`src/rtl/pipeline_hazard_ctrl.sv`:
```
`default_nettype none
// ============================================================================
//  Module   : pipeline_hazard_ctrl
//  Purpose  : Hazard control for a classic 5-stage in-order pipeline.
//             Detects load-use hazards and stalls for LOAD_LAT cycles,
//             flushes IF-ID on taken branches, freezes the pipeline while
//             data memory is busy, and selects ALU operand forwarding.
//  Ports    : clk, reset_n            - clock, async active-low reset
//             ifid_* / idex_*         - source/destination info of ID and EX
//             exmem_* / memwb_*       - writeback info of MEM and WB
//             branch_taken, mem_wait  - control events
//             pc_write, ifid_write, idex_mux_out, ifid_flush, pipe_freeze
//                                     - pipeline register controls
//             forward_a, forward_b    - ALU operand select (10 EX-MEM, 01 MEM-WB)
//             stall_cycles            - saturating load-use stall counter
//  Revision : 1.0 - initial release
// ============================================================================
module pipeline_hazard_ctrl #(
  parameter int REG_AW   = 5,
  parameter int LOAD_LAT = 1,
  parameter int CNT_W    = 16
) (
  input  logic              clk,
  input  logic              reset_n,
  input  logic [REG_AW-1:0] ifid_rs1,
  input  logic [REG_AW-1:0] ifid_rs2,
  input  logic              ifid_use_rs1,
  input  logic              ifid_use_rs2,
  input  logic [REG_AW-1:0] idex_rs1,
  input  logic [REG_AW-1:0] idex_rs2,
  input  logic [REG_AW-1:0] idex_rd,
  input  logic              idex_memread,
  input  logic [REG_AW-1:0] exmem_rd,
  input  logic              exmem_regwrite,
  input  logic [REG_AW-1:0] memwb_rd,
  input  logic              memwb_regwrite,
  input  logic              branch_taken,
  input  logic              mem_wait,
  output logic              pc_write,
  output logic              ifid_write,
  output logic              idex_mux_out,
  output logic              ifid_flush,
  output logic              pipe_freeze,
  output logic [1:0]        forward_a,
  output logic [1:0]        forward_b,
  output logic [CNT_W-1:0]  stall_cycles
);

  typedef enum logic [0:0] {
    S_RUN    = 1'b0,
    S_LSTALL = 1'b1
  } state_t;

  // Cycles still owed after the first stall cycle spent in RUN.
  localparam logic [3:0] C_LAT_M1 = 4'(LOAD_LAT - 1);

  state_t           state_q, state_d;
  logic [3:0]       cnt_q, cnt_d;
  logic [CNT_W-1:0] stall_cnt_q, stall_cnt_d;
  logic             stall_inc;
  logic             lu_hazard;

  // x0 is hardwired zero, so a load targeting it never creates a dependency.
  assign lu_hazard = idex_memread && (idex_rd != '0) &&
                     ((ifid_use_rs1 && (idex_rd == ifid_rs1)) ||
                      (ifid_use_rs2 && (idex_rd == ifid_rs2)));

  function automatic logic [1:0] fwd_sel(input logic [REG_AW-1:0] rs);
    if (exmem_regwrite && (exmem_rd != '0) && (exmem_rd == rs))
      return 2'b10;
    else if (memwb_regwrite && (memwb_rd != '0) && (memwb_rd == rs))
      return 2'b01;
    else
      return 2'b00;
  endfunction

  // Outputs are gated by reset_n so they take reset values immediately,
  // without waiting for the registered state to be cleared by an edge.
  assign forward_a    = reset_n ? fwd_sel(idex_rs1) : 2'b00;
  assign forward_b    = reset_n ? fwd_sel(idex_rs2) : 2'b00;
  assign stall_cycles = stall_cnt_q;

  always_comb begin
    pc_write     = 1'b1;
    ifid_write   = 1'b1;
    idex_mux_out = 1'b1;
    ifid_flush   = 1'b0;
    pipe_freeze  = 1'b0;
    state_d      = state_q;
    cnt_d        = cnt_q;
    stall_inc    = 1'b0;

    if (!reset_n) begin
      pc_write     = 1'b0;
      ifid_write   = 1'b0;
      idex_mux_out = 1'b0;
      ifid_flush   = 1'b1;
      state_d      = S_RUN;
      cnt_d        = 4'd0;
    end else if (mem_wait) begin
      // Whole pipeline holds; stall progress is paused, not consumed.
      pc_write    = 1'b0;
      ifid_write  = 1'b0;
      pipe_freeze = 1'b1;
    end else if (branch_taken) begin
      // The stalled instruction is on the wrong path, so abort any stall.
      ifid_flush   = 1'b1;
      idex_mux_out = 1'b0;
      state_d      = S_RUN;
      cnt_d        = 4'd0;
    end else if (state_q == S_RUN && lu_hazard) begin
      pc_write     = 1'b0;
      ifid_write   = 1'b0;
      idex_mux_out = 1'b0;
      stall_inc    = 1'b1;
      if (LOAD_LAT > 1) begin
        state_d = S_LSTALL;
        cnt_d   = C_LAT_M1;
      end
    end else if (state_q == S_LSTALL) begin
      pc_write     = 1'b0;
      ifid_write   = 1'b0;
      idex_mux_out = 1'b0;
      stall_inc    = 1'b1;
      if (cnt_q == 4'd1) begin
        state_d = S_RUN;
        cnt_d   = 4'd0;
      end else begin
        cnt_d = cnt_q - 4'd1;
      end
    end
  end

  always_comb begin
    stall_cnt_d = stall_cnt_q;
    if (stall_inc && (stall_cnt_q != {CNT_W{1'b1}}))
      stall_cnt_d = stall_cnt_q + CNT_W'(1);
  end

  always_ff @(posedge clk or negedge reset_n) begin
    if (!reset_n) begin
      state_q     <= S_RUN;
      cnt_q       <= 4'd0;
      stall_cnt_q <= '0;
    end else begin
      state_q     <= state_d;
      cnt_q       <= cnt_d;
      stall_cnt_q <= stall_cnt_d;
    end
  end

endmodule
`default_nettype wire

```
`config.mk`:
```
export PLATFORM = sky130hd
export DESIGN_NAME = pipeline_hazard_ctrl
export DESIGN_NICKNAME = d
export VERILOG_FILES = /design/src/rtl/pipeline_hazard_ctrl.sv
export SDC_FILE = /design/constraint.sdc
export NUM_CORES = 1
export LEC_CHECK = 0
export BUFFER_PORTS_ARGS = -buffer_cell sky130_fd_sc_hd__buf_2
export CELL_PAD_IN_SITES_DETAIL_PLACEMENT = 1
export CELL_PAD_IN_SITES_GLOBAL_PLACEMENT = 2
export CORE_ASPECT_RATIO = 2
export CORE_MARGIN = 3
export CORE_UTILIZATION = 26
export CTS_CLUSTER_SIZE = 14
export DETAILED_ROUTE_END_ITERATION = 16
export PLACE_DENSITY = 0.84
export SKIP_CTS_REPAIR_TIMING = 1
export SYNTH_ARGS = -nofsm -noshare
export SYNTH_HDL_FRONTEND = slang
export SYNTH_SLANG_ARGS = --single-unit
```
`constraint.sdc`:
```
create_clock -name clk -period 2.65 [get_ports clk]
set_clock_uncertainty 0.15 [all_clocks]
set_input_delay 0.6625 -clock clk [delete_from_list [all_inputs] [get_ports clk]]
set_output_delay 0.6625 -clock clk [all_outputs]
set_load 0.05 [all_outputs]
```
==> impl_metrics.xml <==
<?xml version="1.0" encoding="UTF-8"?>
<metrics>
  <group name="status">
    <metric name="status" unit="">complete, but fails checks</metric>
    <metric name="violated_checks" unit="">setup timing</metric>
  </group>
  <group name="sta">
    <metric name="timing.max_slew.rel_slack" unit="%">52.76</metric>
    <metric name="fin_ws" unit="ps">-238.2</metric>
    <metric name="timing_hold_violations_final" unit="">0</metric>
    <metric name="final_period_minus_worst_setup_slack" unit="ps">2888</metric>
    <metric name="min_period_over_period" unit="%">109.0</metric>
    <metric name="report.final.slew_viol_count" unit="">0</metric>
    <metric name="grt_setup_unrepaired" unit="">true</metric>
    <metric name="max_fclk" unit="GHz">0.3462</metric>
    <metric name="timing_worst_slew_pin_value" unit="ps">699.7</metric>
    <metric name="setup_tns" unit="ps">-1270</metric>
    <metric name="setup_viol" unit="">7</metric>
  </group>
  <group name="global_routing">
    <metric name="gr-usage-all-layers" unit="%">15.25</metric>
    <metric name="vias_in_the_first_global_route" unit="">1715</metric>
    <metric name="grt_first_pass_wirelength" unit="mm">8.086</metric>
    <metric name="grt_start_max_net_pins" unit="">23</metric>
    <metric name="final_global_route_overflow_total" unit="">0</metric>
    <metric name="grt_antenna_before_repair" unit="">0</metric>
  </group>
  <group name="logic_synthesis">
    <metric name="ys_seq_area_share" unit="%">34.31</metric>
    <metric name="ys_seq_elements" unit="">21</metric>
    <metric name="synth.distinct_cells" unit="">39</metric>
    <metric name="syn-instance-count" unit="">164</metric>
    <metric name="ys_async_sr_fraction" unit="%">100.0</metric>
    <metric name="ys_top_cells_by_area" unit="">dfrtp_1 (34%), xnor2_1 (13%), xor2_1 (13%), nand2_1 (3.2%), nand3_1 (2.6%)</metric>
    <metric name="synth.net_count" unit="">211</metric>
    <metric name="yosysWarningCount" unit="">0</metric>
    <metric name="number_of_flops_mapped_to_enable_cells_by_yosys" unit="">0</metric>
    <metric name="synth.avg_cell_area" unit="sq um">9.338</metric>
    <metric name="yosys.area.top_type" unit="">dfrtp_1</metric>
    <metric name="synth_top_area_share" unit="%">34.31</metric>
    <metric name="ys.flop_type" unit="">dfrtp_1</metric>
    <metric name="synth.cell_area" unit="sq um">1531</metric>
  </group>
  <group name="detailed_routing">
    <metric name="vias_per_cell" unit="">4.984</metric>
    <metric name="routed_wire_length_per_instance" unit="microns">16.02</metric>
    <metric name="drt_first_pass_iters" unit="">4</metric>
    <metric name="detail_route.iter0.violations" unit="">31</metric>
    <metric name="drc" unit="">0</metric>
    <metric name="vias" unit="">1605</metric>
    <metric name="wl" unit="mm">5.160</metric>
    <metric name="ant_nets" unit="">0</metric>
  </group>
  <group name="pwr">
    <metric name="worst_ir_drop_vdd" unit="mV">0.4688</metric>
    <metric name="power.density" unit="nW/um^2">411.0</metric>
    <metric name="p_leak" unit="nW">1.153</metric>
  </group>
  <group name="placement">
    <metric name="gp_weighted_congestion" unit="">0.7885</metric>
    <metric name="post_dp_cell_area" unit="sq um">2163</metric>
    <metric name="dpl.cell_count" unit="">316</metric>
    <metric name="placement.io_buffers" unit="">68</metric>
    <metric name="dp_hpwl" unit="mm">4.338</metric>
    <metric name="dp_slack" unit="ps">-451.2</metric>
  </group>
  <group name="clock_network">
    <metric name="clock_tree_from_tritoncts" unit="">built</metric>
    <metric name="insertion_delay" unit="ps">250</metric>
    <metric name="clockBufferDepth" unit="">2</metric>
    <metric name="cts-buffers-inserted" unit="">3</metric>
    <metric name="clk_pin_slew_worst_paths" unit="ps">60</metric>
    <metric name="h-tree-depth" unit="">1</metric>
    <metric name="root_buffer" unit="">clkbuf_16</metric>
    <metric name="numClockSinks" unit="">21</metric>
  </group>
  <group name="floorplanning">
    <metric name="initial_utilization" unit="%">26.82</metric>
    <metric name="chipWidth" unit="microns">60.27</metric>
    <metric name="fp-row-count" unit="">39</metric>
    <metric name="die-area" unit="sq um">6903</metric>
    <metric name="die_y" unit="microns">114.5</metric>
    <metric name="io_pins" unit="">69</metric>
    <metric name="core-area" unit="sq um">5709</metric>
  </group>
  <group name="worst_setup_path">
    <metric name="critical_path_peak_fanout" unit="">2</metric>
    <metric name="required_time_at_the_worst_slack_endpoint" unit="ps">1840</metric>
    <metric name="worstSetupEndpointType" unit="">primary output</metric>
    <metric name="startpoint_type" unit="">input pin</metric>
    <metric name="critical_path_arrival" unit="ps">2080</metric>
    <metric name="timing_worst_setup_path_type" unit="">input pin to primary output</metric>
  </group>
  <group name="final_layout">
    <metric name="multi_input_area" unit="sq um">1077</metric>
    <metric name="n_antenna_cell" unit="">0</metric>
    <metric name="post-route-cell-area" unit="sq um">2391</metric>
    <metric name="sequential_cell_area" unit="sq um">525.5</metric>
    <metric name="drive_gt1_share" unit="%">46.74</metric>
    <metric name="fillerInstances" unit="">674</metric>
    <metric name="relative_area_change_from_synthesis_to_final_layout" unit="%">56.13</metric>
    <metric name="nNetsFinal" unit="">309</metric>
    <metric name="finish.cell_count_without_fillers" unit="">322</metric>
  </group>
  <group name="worst_hold_path">
    <metric name="hold_class" unit="">input pin to asynchronous set/reset pin</metric>
  </group>
  <group name="job">
    <metric name="max_cap_violations" unit="">0</metric>
  </group>
</metrics>
-- path summary, 6_finish.rpt --
path	slack, ps	start	cells after the start	to
max in group asynchronous	1630	reset_n	3	stall_cycles[2]
hold / removal	220	reset_n	2	state_q
hold reg to reg	340	stall_cycles[10]	1	stall_cycles[10]
setup reg to reg	490	stall_cycles[0]	7	stall_cycles[1]
setup / recovery	-240	idex_rd[4]	7	pc_write
min in group clk	340	stall_cycles[10]	1	stall_cycles[10]
-- worst max-delay path, stage by stage --
cell and delay [ps]:
buf_6 90, or4_4 520, o21ai_2 160, inv_1 70, a21o_1 200, a21oi_4 180
buf_6 180
-- layout make-up --
class / count / share of cell area, %
multi-input cells: 132 / 45.05
repair buffers: 96 / 25.22
flip-flops and latches: 21 / 21.98
clock buffers: 4 / 3.297
well taps: 61 / 3.192
inverters: 8 / 1.256
-- synth_stat cells (all sizes together) (3+ instances only) --
master	count
xnor2	23
xor2	23
dfrtp	21
nand2	14
nor2	10
inv	8
nand3	8
nor3	7
nand4	6
nor4	6
or4	5
buf	3
ha	3
o21ai	3
-- metrics by stage --
stage / hold WS (ps) / utilization, % / power [mW]
finish: 220.1 / 41.88 / 0.9828
detailed placement: 338.0 / 37.89 / 0.6491
CTS: 227.9 / 39.27 / 0.9718
global route: 228.4 / 41.88 / 1.038
global placement: 331.7 / 37.89 / 0.6424
floorplan: 216.9 / - / 0.5285
-- power by group --
| group | internal (mW) | switching, mW | leakage (nW) |
|---|---|---|---|
| registers | 0.344 | 0.0232 | 0.284 |
| clock network | 0.205 | 0.114 | 0.0382 |
| logic | 0.129 | 0.167 | 0.830 |
-- cells by family (layout without fill, tap and decap cells) --
family / Yosys count / in the layout / synth area share (%)
XOR/XNOR: 46 / 46 / 26.31
flip-flops: 21 / 21 / 34.31
multiplexers: 2 / 2 / 1.715
adder cells (fa/ha/maj): 3 / 3 / 2.451
AND/OR/NAND/NOR: 64 / 64 / 23.45
AO/OA/AOI/OAI: 17 / 17 / 8.089
buffers and inverters: 11 / 108 / 3.676
-- layer usage --
metal,GRT usage [%],up-vias,wire [microns]
met1,15.28,776,1756
met3,1.919,6,314
met2,30.27,56,3024
met5,0,-,0
li1,-,767,-
met4,4.586,0,65
-- state kept, by name, indices dropped and copies added (netlist names) --
name / count
cnt_q: 4
stall_cycles: 16
state_q: 1
-- placed cells by master, fill, tap and decap left out, types with 3 or more instances in the layout --
master	instances
nor3_2	4
buf_2	59
nor3_1	3
nand2_1	13
dfrtp_1	21
nand4_1	6
clkbuf_16	3
or4_4	3
xor2_1	23
xnor2_1	20
buf_6	8
nor2_1	10
nand3_1	8
buf_4	29
inv_1	8
ha_1	3
nor4_4	4
xnor2_2	3
No activity file was read; power rests on OpenSTA's default activity.
